### src/rtl/led_pwm_bank_pkg.sv
// Package for the LED PWM bank.
// Purpose: shared types and helpers for led_pwm_bank, its config interface
// and its per-channel slices.
//   led_mode_t : 2-bit channel mode (OFF / ON / PWM / BLINK)
//   chw()      : channel-select width for a given channel count (minimum 1)
package led_pkg;

  typedef logic [1:0] led_mode_t;

  localparam led_mode_t MODE_OFF   = 2'b00;
  localparam led_mode_t MODE_ON    = 2'b01;
  localparam led_mode_t MODE_PWM   = 2'b10;
  localparam led_mode_t MODE_BLINK = 2'b11;

  function automatic int chw(input int nch);
    return (nch > 1) ? $clog2(nch) : 1;
  endfunction

endpackage

### src/rtl/led_pwm_bank_if.sv
// Configuration write port of the LED PWM bank (valid/ready).
// Parameters: NCH (channel count), PWM_W (duty width).
// Signals:
//   cfg_valid  master->slave  write request
//   cfg_ready  slave->master  write can be accepted (combinational on cfg_ch)
//   cfg_ch     master->slave  target channel, chw(NCH) bits
//   cfg_mode   master->slave  led_mode_t
//   cfg_duty   master->slave  duty value, PWM_W bits
interface led_pwm_bank_if #(
  parameter int NCH   = 4,
  parameter int PWM_W = 8
);
  import led_pkg::*;

  localparam int CHW = chw(NCH);

  logic             cfg_valid;
  logic             cfg_ready;
  logic [CHW-1:0]   cfg_ch;
  led_mode_t        cfg_mode;
  logic [PWM_W-1:0] cfg_duty;

  modport master (
    output cfg_valid, cfg_ch, cfg_mode, cfg_duty,
    input  cfg_ready
  );

  modport slave (
    input  cfg_valid, cfg_ch, cfg_mode, cfg_duty,
    output cfg_ready
  );

endinterface

### src/rtl/led_pwm_chan.sv
// One LED channel of the PWM bank.
// Holds the shadow (written) and active (displayed) mode/duty, the pending
// flag that blocks further writes until the next PWM period boundary, the
// duty-to-brightness mapping, the compare, and the registered LED output.
// Build option: LED_GAMMA_EN selects a square-law duty mapping; without it
// the duty is used linearly.
// Ports:
//   clk, rst_n  clock, asynchronous active-low reset
//   wr          accepted write for this channel (one cycle)
//   wr_mode     mode to load into the shadow register
//   wr_duty     duty to load into the shadow register
//   wrap        PWM period boundary (last tick of the period)
//   pwm_cnt     shared PWM counter
//   blink_on    shared blink phase
//   pending     shadow holds a setting not yet applied
//   led         registered LED drive, active high
module led_pwm_chan
  import led_pkg::*;
#(
  parameter int PWM_W = 8
) (
  input  logic             clk,
  input  logic             rst_n,
  input  logic             wr,
  input  led_mode_t        wr_mode,
  input  logic [PWM_W-1:0] wr_duty,
  input  logic             wrap,
  input  logic [PWM_W-1:0] pwm_cnt,
  input  logic             blink_on,
  output logic             pending,
  output logic             led
);

  led_mode_t        shadow_mode_p0;
  logic [PWM_W-1:0] shadow_duty_p0;
  led_mode_t        act_mode_p0;
  logic [PWM_W-1:0] act_duty_p0;
  logic             pend_p0;
  logic             led_p1;

  logic             apply;
  led_mode_t        cur_mode;
  logic [PWM_W-1:0] cur_duty;
  logic [PWM_W-1:0] eff_duty;
  logic             cmp;
  logic             led_next;

`ifdef LED_GAMMA_EN
  // Square-law brightness: upper half of duty*duty. Full scale is pinned so
  // the brightest setting stays at 2^PWM_W-1 ticks on.
  function automatic logic [PWM_W-1:0] gamma(input logic [PWM_W-1:0] d);
    logic [2*PWM_W-1:0] prod;
    prod = {{PWM_W{1'b0}}, d} * {{PWM_W{1'b0}}, d};
    if (&d) return d;
    return prod[2*PWM_W-1:PWM_W];
  endfunction
`else
  function automatic logic [PWM_W-1:0] gamma(input logic [PWM_W-1:0] d);
    return d;
  endfunction
`endif

  // On the wrap cycle the pending shadow is forwarded straight into the
  // output decision, so the new setting shows on led right after the wrap.
  assign apply    = wrap & pend_p0;
  assign cur_mode = apply ? shadow_mode_p0 : act_mode_p0;
  assign cur_duty = apply ? shadow_duty_p0 : act_duty_p0;
  assign eff_duty = gamma(cur_duty);
  assign cmp      = (pwm_cnt < eff_duty);

  always_comb begin
    led_next = 1'b0;
    case (cur_mode)
      MODE_OFF:   led_next = 1'b0;
      MODE_ON:    led_next = 1'b1;
      MODE_PWM:   led_next = cmp;
      MODE_BLINK: led_next = cmp & blink_on;
      default:    led_next = 1'b0;
    endcase
  end

  // p0: shadow/active settings and pending flag; p1: LED output register.
  // A write is only accepted while pend_p0 is clear, so apply and wr never
  // coincide; a write on the wrap cycle waits for the following wrap.
  always_ff @(posedge clk or negedge rst_n) begin
    if (!rst_n) begin
      shadow_mode_p0 <= MODE_OFF;
      shadow_duty_p0 <= '0;
      act_mode_p0    <= MODE_OFF;
      act_duty_p0    <= '0;
      pend_p0        <= 1'b0;
      led_p1         <= 1'b0;
    end else begin
      if (apply) begin
        act_mode_p0 <= shadow_mode_p0;
        act_duty_p0 <= shadow_duty_p0;
        pend_p0     <= 1'b0;
      end
      if (wr) begin
        shadow_mode_p0 <= wr_mode;
        shadow_duty_p0 <= wr_duty;
        pend_p0        <= 1'b1;
      end
      led_p1 <= led_next;
    end
  end

  assign pending = pend_p0;
  assign led     = led_p1;

endmodule

### src/rtl/led_pwm_bank.sv
// Multi-channel LED driver: OFF / ON / PWM-dimmed / blinking-PWM per LED.
// Owns the prescaler, PWM and blink counters and the write decode; each LED
// is an led_pwm_chan slice. Duty/mode writes are double-buffered and take
// effect only at PWM period boundaries.
// Build option: LED_GAMMA_EN (square-law duty mapping inside each channel).
// Parameters: NCH channels (1..16), PWM_W duty bits (period 2^PWM_W ticks),
//   PRESC clocks per tick (>=1), BLINK_W blink counter bits.
// Ports:
//   clk            system clock
//   rst_n          asynchronous active-low reset
//   cfg            led_pwm_bank_if.slave write port (valid/ready)
//   led            NCH registered LED drives, active high
//   period_strobe  one-cycle pulse in the cycle the PWM counter shows 0
module led_pwm_bank
  import led_pkg::*;
#(
  parameter int NCH     = 4,
  parameter int PWM_W   = 8,
  parameter int PRESC   = 12,
  parameter int BLINK_W = 4
) (
  input  logic           clk,
  input  logic           rst_n,
  led_pwm_bank_if.slave  cfg,
  output logic [NCH-1:0] led,
  output logic           period_strobe
);

  localparam int CHW = chw(NCH);
  localparam int PSW = (PRESC > 1) ? $clog2(PRESC) : 1;

  logic [PSW-1:0]     presc_cnt_p0;
  logic [PWM_W-1:0]   pwm_cnt_p0;
  logic [BLINK_W-1:0] blink_cnt_p0;
  logic               strobe_p1;

  logic               tick;
  logic               wrap;
  logic               blink_on;
  logic [NCH-1:0]     pending;
  logic [NCH-1:0]     wr;

  // With PRESC=1 the count sits at 0 and tick is high every cycle.
  assign tick     = (presc_cnt_p0 == PSW'(PRESC - 1));
  assign wrap     = tick & (&pwm_cnt_p0);
  assign blink_on = blink_cnt_p0[BLINK_W-1];

  // p0: timebase counters; p1: period strobe (registered wrap).
  always_ff @(posedge clk or negedge rst_n) begin
    if (!rst_n) begin
      presc_cnt_p0 <= '0;
      pwm_cnt_p0   <= '0;
      blink_cnt_p0 <= '0;
      strobe_p1    <= 1'b0;
    end else begin
      presc_cnt_p0 <= tick ? '0 : presc_cnt_p0 + PSW'(1);
      if (tick) pwm_cnt_p0 <= pwm_cnt_p0 + PWM_W'(1);
      if (wrap) blink_cnt_p0 <= blink_cnt_p0 + BLINK_W'(1);
      strobe_p1 <= wrap;
    end
  end

  assign period_strobe = strobe_p1;

  // Out-of-range channels match nothing, so they stay ready and any write
  // to them is accepted and dropped.
  always_comb begin
    cfg.cfg_ready = 1'b1;
    for (int i = 0; i < NCH; i++) begin
      if (cfg.cfg_ch == CHW'(i)) cfg.cfg_ready = ~pending[i];
    end
  end

  for (genvar g = 0; g < NCH; g++) begin : g_ch
    assign wr[g] = cfg.cfg_valid & cfg.cfg_ready & (cfg.cfg_ch == CHW'(g));

    led_pwm_chan #(
      .PWM_W (PWM_W)
    ) u_chan (
      .clk      (clk),
      .rst_n    (rst_n),
      .wr       (wr[g]),
      .wr_mode  (cfg.cfg_mode),
      .wr_duty  (cfg.cfg_duty),
      .wrap     (wrap),
      .pwm_cnt  (pwm_cnt_p0),
      .blink_on (blink_on),
      .pending  (pending[g]),
      .led      (led[g])
    );
  end

endmodule

### src/flat_wrapper.sv
// flat-port wrapper written by rule: the top's interface ports become plain ports
module led_pwm_bank_flat import led_pkg::*;
#(
  parameter int NCH     = 4,
  parameter int PWM_W   = 8,
  parameter int PRESC   = 12,
  parameter int BLINK_W = 4
)
  (clk, rst_n, led, period_strobe, cfg_cfg_valid, cfg_cfg_ch, cfg_cfg_mode, cfg_cfg_duty, cfg_cfg_ready);
  led_pwm_bank_if #(.NCH(NCH), .PWM_W(PWM_W)) cfg_i ();
  input  logic clk;
  input  logic rst_n;
  output logic [NCH-1:0] led;
  output logic period_strobe;
  input wire logic [$bits(cfg_i.cfg_valid)-1:0] cfg_cfg_valid;
  input wire logic [$bits(cfg_i.cfg_ch)-1:0] cfg_cfg_ch;
  input wire logic [$bits(cfg_i.cfg_mode)-1:0] cfg_cfg_mode;
  input wire logic [$bits(cfg_i.cfg_duty)-1:0] cfg_cfg_duty;
  output wire logic [$bits(cfg_i.cfg_ready)-1:0] cfg_cfg_ready;
  assign cfg_i.cfg_valid = cfg_cfg_valid;
  assign cfg_i.cfg_ch = cfg_cfg_ch;
  assign cfg_i.cfg_mode = cfg_cfg_mode;
  assign cfg_i.cfg_duty = cfg_cfg_duty;
  assign cfg_cfg_ready = cfg_i.cfg_ready;
  led_pwm_bank #(.NCH(NCH), .PWM_W(PWM_W), .PRESC(PRESC), .BLINK_W(BLINK_W)) u_core (.clk(clk), .rst_n(rst_n), .cfg(cfg_i), .led(led), .period_strobe(period_strobe));
endmodule
### config.mk
export PLATFORM = sky130hd
export DESIGN_NAME = led_pwm_bank_flat
export DESIGN_NICKNAME = d
export VERILOG_FILES = /design/src/rtl/led_pwm_bank_pkg.sv /design/src/rtl/led_pwm_bank_if.sv /design/src/rtl/led_pwm_chan.sv /design/src/rtl/led_pwm_bank.sv /design/src/flat_wrapper.sv
export SDC_FILE = /design/constraint.sdc
export NUM_CORES = 1
export LEC_CHECK = 0
export BUFFER_PORTS_ARGS = -buffer_cell sky130_fd_sc_hd__buf_2
export CAP_MARGIN = 20
export CELL_PAD_IN_SITES_DETAIL_PLACEMENT = 1
export CELL_PAD_IN_SITES_GLOBAL_PLACEMENT = 1
export CORE_ASPECT_RATIO = 0.9
export CORE_MARGIN = 1
export CORE_UTILIZATION = 51
export CTS_CLUSTER_SIZE = 8
export DETAILED_ROUTE_END_ITERATION = 10
export PLACE_DENSITY = 0.91
export REMOVE_ABC_BUFFERS = 1
export SYNTH_ARGS = -nofsm -noshare
export SYNTH_HDL_FRONTEND = slang
export SYNTH_HIERARCHICAL = 1
export SYNTH_SLANG_ARGS = --single-unit
export TNS_END_PERCENT = 1
### constraint.sdc
create_clock -name clk -period 3.2 [get_ports clk]
set_input_delay 0.32 -clock clk [delete_from_list [all_inputs] [get_ports clk]]
set_output_delay 0.32 -clock clk [all_outputs]
set_load 0.01 [all_outputs]
==> flow_summary.ini, run 1 <==
[outcome]
status = complete, but fails checks
failed_checks = negative hold slack

[worst_hold_path]
hold_path.class = input pin to asynchronous set/reset pin

[timing]
fin_crit_ps = 3020
maxSlewViolCount = 0
setup_tns_ps = 0
rsz0062_at_grt = no
final-hold-violation-count = 4
fmax_ghz = 0.332
post-route-period-util_pct = 94.2
relSlewSlack_pct = 30.2
hold_slack_ps = -1.08
worst_pin_slew_ps = 1040
skew_ps = 8.17
setup_viol = 0

[clock_network]
cts_max_level = 3
post_cts_resized = 0
cts_tree = done
clkLatencyLatePin_ps = 370
cts_setup_buffers = 0
cts.sinks = 105
cts_root_buf = clkbuf_8
hold_buffers = 0
numCtsBuffers = 9
clock_path_buffers = 2
cts.reportedPaths.clkPinSlew_ps = 90

[global_route]
grt_overflow_total = 0
grt_pass1_wl_um = 18400
track_usage_pct = 25.0
antenna_found_initial = 0
grt_start_max_net_pins = 58
grt_pass1_vias = 3377

[synth]
yosysWarnings = 6
ys_top_cells_by_area = dfrtp_1 54%, mux2_2 12%, ha_1 8.0%, mux2i_1 4.1%, inv_1 3.2%
synthCells = 366
ys_seq_area_share_pct = 54.0
netlist.area_leader.share_pct = 54.0
async_flop_share_pct = 100
avgSynthCellArea_um2 = 13.3
ys_seq_elements = 105
synth_area_um2 = 4870
synth_top_cells_by_count = 105 x dfrtp_1, 54 x mux2_2, 42 x inv_1
synth-main-ff-cell = dfrtp_1
post-synth-top-count-cell = dfrtp_1
synth_edf_count = 0
synth_top_area_cell = dfrtp_1
ys_types = 36

[detailed_routing]
firstDrtPassIters = 4
dr_total_vias = 3075
avgViaCountPerCell = 5.78
drtAntennaViolNets = 0
wire_per_inst_um = 21.4
drtIter0Drc = 90
route.detailed.drc = 0
routed_wirelength_um = 11400

[critical_path]
worstPathMaxFanout = 19
cp_data_required_time_ps = 3510
r2r_cells = 11
crit_path_start_kind = flip-flop
endpoint_kind = flip-flop
crit_type = flip-flop to flip-flop
crit_arrival_ps = 3320

[final_layout]
stdcell_count = 532
syn2layout_area_growth_pct = 11.3
drive_above_1_share_pct = 32.0
nets = 453
diodes = 0
n_fill_cell = 907

[placed_design]
gp_congestion = 0.771
dp_cells = 518
io_buffers = 20
place_hpwl_um = 8580

[power]
p_leak_nw = 2.92
powerDensity_nw_per_um2 = 529
peakVddDrop_v = 0.000311

[floorplan]
start_util_pct = 52.9
core_um2 = 9210
die_h_um = 94.7
dieArea_um2 = 9940
io_pins = 21
die_w_um = 105
rows = 33

[job]
max_cap_violations = 0
[cell families (layout without fill, tap and decap cells)]
group,Yosys count,in the layout,synth area share [%]
flops,105,105,54.0
mux,80,80,18.5
simple gates,52,52,7.35
buf+inv,46,90,3.55
compound gates,41,41,6.66
fa+ha+maj,31,31,7.97
xor+xnor,11,11,1.98
[per-layer routing]
layer | vias up | GRT usage, % | share of wire, %
met3 | 16 | 5.04 | 2.9
met4 | 0 | 7.04 | 1.5
li1 | 1379 | - | -
met5 | - | 0 | 0
met2 | 50 | 44.8 | 52
met1 | 1630 | 31.0 | 43
[sequential cells by signal, summed over array words and instances, names as in the netlist]
name,cells
u_core/presc_cnt_p0,4
u_core/g_ch.u_chan/act_mode_p0,8
u_core/period_strobe,1
u_core/g_ch.u_chan/shadow_duty_p0,32
u_core/blink_cnt_p0,4
u_core/g_ch.u_chan/led,4
u_core/g_ch.u_chan/pending,4
u_core/pwm_cnt_p0,8
u_core/g_ch.u_chan/act_duty_p0,32
u_core/g_ch.u_chan/shadow_mode_p0,8
[report_power, final]
part           total [mW]  internal [mW]  switching [mW]
Combinational       0.354          0.226           0.128
Sequential           1.78           1.59           0.189
Clock               0.734          0.319           0.415
Total                2.87           2.14           0.732
[cell type report]
type | count | area [um2] | area share [%]
Timing Repair Buffer | 34 | 220 | 4.06
Tap cell | 122 | 153 | 2.82
Multi-Input combinational cell | 215 | 2100 | 38.7
Clock buffer | 14 | 163 | 3.00
Inverter | 42 | 158 | 2.91
Sequential cell | 105 | 2630 | 48.5
[stage by stage]
stage / util, % / instance area [um2] / setup slack [ps] / total power [mW]
final: 58.9 / 5420 / 185 / 2.87
after global routing: 58.9 / 5420 / 6.77 / 3.00
after CTS: 58.7 / 5410 / 67.5 / 2.89
after detailed placement: 57.0 / 5240 / 131 / 2.16
after global placement: 57.0 / 5240 / 355 / 2.09
after floorplan: - / 4850 / 367 / 1.98
[worst paths after layout]
kind	from	endpoint	slack [ps]
worst max register to register	u_core/presc_cnt_p0[0]$_DFF_PN0_	u_core/g_ch[0].u_chan/led$_DFF_PN0_	180
worst min register to register	u_core/presc_cnt_p0[0]$_DFF_PN0_	u_core/presc_cnt_p0[0]$_DFF_PN0_	480
worst max-delay path	u_core/presc_cnt_p0[0]$_DFF_PN0_	u_core/g_ch[0].u_chan/led$_DFF_PN0_	180
max in group asynchronous	rst_n	u_core/g_ch[3].u_chan/led$_DFF_PN0_	2360
worst min-delay path	rst_n	u_core/pwm_cnt_p0[6]$_DFFE_PN0N_	-1
min in group clk	cfg_cfg_duty[1]	u_core/g_ch[0].u_chan/shadow_duty_p0[1]$_DFFE_PN0P_	250
[layout by cell type, fill, tap and decap left out, types with 2 or more instances in the layout]
cell,synthesis,routed
nor3_1,3,3
a21boi_0,4,4
a21o_1,4,4
mux2i_1,20,20
buf_2,0,19
mux2_4,4,4
a22o_1,5,5
inv_1,42,42
nor2b_1,4,4
dfrtp_1,105,105
a31oi_1,4,4
xnor2_1,3,3
nand2_1,8,8
mux2_2,54,54
ha_1,31,30
nand3_1,10,10
xor2_1,8,8
or2_2,4,4
clkbuf_8,0,11
nor2_1,5,5
a2111oi_2,4,4
nand2_4,4,4
buf_4,0,14
and3_2,4,4
nor4_2,3,3
a21oi_1,8,8
o211ai_1,4,4
o31ai_1,4,2
o31ai_2,0,2
o2111ai_1,4,4
clkbuf_1,4,3
[critical path, cell delays in order (launching register included)]
cell      delay (ps)
dfrtp_1          390
ha_2             250
nand4b_4         210
nor3_4           270
buf_12           200
nand2_4          150
mux2i_1          290
ha_1             320
a21oi_1          210
o211ai_1         160
o31ai_2          310
a22o_1           180
No activity file was read; power rests on OpenSTA's default activity.
==> run 2: changes to the inputs <==
--- a/config.mk
+++ b/config.mk
@@ -14,7 +14,7 @@
 export CORE_UTILIZATION = 51
 export CTS_CLUSTER_SIZE = 8
 export DETAILED_ROUTE_END_ITERATION = 10
-export PLACE_DENSITY = 0.91
+export PLACE_DENSITY = 0.75
 export REMOVE_ABC_BUFFERS = 1
 export SYNTH_ARGS = -nofsm -noshare
 export SYNTH_HDL_FRONTEND = slang
==> flow_summary.ini, run 2 (synthesis gave the netlist of run 1 again) <==
[floorplan]
die_h_um = 94.7
rows = 33
die_w_um = 105
io_pins = 21
core_um2 = 9210
dieArea_um2 = 9940
start_util_pct = 52.9

[clock_network]
cts.reportedPaths.clkPinSlew_ps = 90
cts_tree = done
clkLatencyLatePin_ps = 360
cts.sinks = 105
numCtsBuffers = 9
cts_max_level = 3
post_cts_resized = 0
clock_path_buffers = 2
cts_root_buf = clkbuf_8

[detailed_routing]
top_layer_used = met4
dr_total_vias = 2959
route.detailed.drc = 0
avgViaCountPerCell = 5.55
wl_met2_um = 5180
routed_wirelength_um = 10600
drtIter0Drc = 128
met1_length_um = 4950
firstDrtPassIters = 4
met3WireLength_um = 301
wire_per_inst_um = 19.9
drtAntennaViolNets = 0

[critical_path]
crit_type = flip-flop to flip-flop
critPathBufInv = 2
worstPathMaxFanout = 9
crit_family = simple AND/OR/NAND/NOR gates
endpoint_kind = flip-flop
crit_path_start_kind = flip-flop
ff2ff_setup_slack_ps = 280
slowest_stage = nor3_4
cp_data_required_time_ps = 3490
reg2reg_from = u_core/pwm_cnt_p0[0]$_DFFE_PN0N_
r2r_cells = 12
crit_arrival_ps = 3220
r2r_end = u_core/g_ch[1].u_chan/led$_DFF_PN0_
path_cells = ha_1 -> nand2_1 -> nor3_4 -> buf_4 -> nand2_4 -> mux2_2 -> inv_1 -> ha_1 -> nand3_1 -> o211ai_1 -> o31ai_1 -> a22o_1
cpMostUsedCell = ha_1
cpPeakStageDelay_ps = 370

[placed_design]
gp_congestion = 0.769
dp_cells = 519
io_buffers = 20
place_hpwl_um = 7960

[timing]
setup_tns_ps = 0
rsz0062_at_grt = no
maxSlewViolCount = 0
final-hold-violation-count = 0
fmax_ghz = 0.342
relSlewSlack_pct = 58.0
setup_viol = 0
worst_pin_slew_ps = 630
skew_ps = 11.8
post-route-period-util_pct = 91.4
fin_crit_ps = 2920

[power]
powerDensity_nw_per_um2 = 531
p_sw_share_pct = 24.5
peakVddDrop_v = 0.000404
clockPowerShare_pct = 26.4
p_leak_nw = 2.94
pwr-share-comb_pct = 12.1
p_switching_mw = 0.709
power.share.sequential_pct = 61.5
internal-power_mw = 2.19

[worst_hold_path]
whs_path_depth = 2
min_to = u_core/g_ch[3].u_chan/shadow_duty_p0[2]$_DFFE_PN0P_
hold_start = cfg_cfg_duty[2]
hold_path.class = input pin to flip-flop

[global_route]
grt_pass1_wl_um = 17600
grt_overflow_total = 0
grt_pass1_vias = 3215
track_usage_pct = 23.9
antenna_found_initial = 0
grt_start_max_net_pins = 61

[final_layout]
reg_top3 = u_core/g_ch.u_chan/act_duty_p0 x32, u_core/g_ch.u_chan/shadow_duty_p0 x32
nets = 456
syn2layout_area_growth_pct = 11.9
n_fill_cell = 927
mostFrequentLayoutCell = dfrtp_1
drive_above_1_share_pct = 31.4
final_cell_mix = 105 x dfrtp_1, 54 x mux2_2, 42 x inv_1
diodes = 0
stdcell_count = 533

[job]
max_cap_violations = 0

[outcome]
status = complete, no violations
[run 2: cell type report]
class                      instances  area, um2  area share (%)
sequential                       105       2630            48.2
clock inverter                     1       30.0           0.551
clock buffer                      11        141            2.60
timing repair buffer              37        258            4.73
tap                              122        153            2.80
inverter                          42        158            2.89
multi-input combinational        215       2080            38.2
[run 2: metal layers]
layer	GRT usage, %	up-vias
met1	32.1	1524
met5	0	-
met2	39.8	38
met3	4.55	13
met4	7.51	0
li1	-	1384
[run 2: repair_timing]
| action | in CTS | in global routing |
|---|---|---|
| setup buffers | 0 | 1 |
| hold endpoints to repair | 45 | 0 |
| endpoints found under the setup margin | 0 | 2 |
| hold buffers | 1 | 0 |
[run 2: worst max-delay path by stage]
stage / end / slack, ps / cells after the start / start
after CTS: u_core/g_ch[1].u_chan/led$_DFF_PN0_ / 160 / 12 / u_core/presc_cnt_p0[0]$_DFF_PN0_
final: u_core/g_ch[1].u_chan/led$_DFF_PN0_ / 280 / 12 / u_core/pwm_cnt_p0[0]$_DFFE_PN0N_
after global placement: u_core/g_ch[2].u_chan/led$_DFF_PN0_ / 290 / 11 / u_core/presc_cnt_p0[0]$_DFF_PN0_
after global routing: u_core/g_ch[2].u_chan/led$_DFF_PN0_ / 20 / 11 / u_core/pwm_cnt_p0[0]$_DFFE_PN0N_
after detailed placement: u_core/g_ch[2].u_chan/led$_DFF_PN0_ / 180 / 11 / u_core/presc_cnt_p0[0]$_DFF_PN0_
after floorplan: u_core/g_ch[0].u_chan/led$_DFF_PN0_ / 370 / 11 / u_core/presc_cnt_p0[0]$_DFF_PN0_
[run 2: worst reg2reg max path, delay by kind of cell (launching register included)]
| kind | cells | cell delay (ps) |
|---|---|---|
| mux | 1 | 320 |
| buf+inv | 2 | 290 |
| fa+ha+maj | 2 | 430 |
| compound gates | 3 | 630 |
| flops | 1 | 360 |
| simple gates | 4 | 820 |
[run 2: power groups by stage]
stage | Combinational, mW | Clock, mW | Sequential (mW)
after floorplan | 0.263 | 0 | 1.72
after global placement | 0.328 | 0 | 1.79
after detailed placement | 0.354 | 0 | 1.80
after CTS | 0.359 | 0.798 | 1.78
after global routing | 0.387 | 0.833 | 1.82
final | 0.351 | 0.765 | 1.78
[run 2: stage by stage]
stage | util (%) | instance area [um2] | total power [mW] | setup WS (ps) | hold WS [ps]
after global placement | 57.1 | 5260 | 2.11 | 293 | 362
after CTS | 59.1 | 5440 | 2.94 | 157 | 236
after detailed placement | 57.1 | 5260 | 2.16 | 183 | 375
after floorplan | - | 4850 | 1.98 | 367 | 24.4
after global routing | 59.2 | 5450 | 3.04 | 16.6 | 239
final | 59.2 | 5450 | 2.90 | 276 | 250
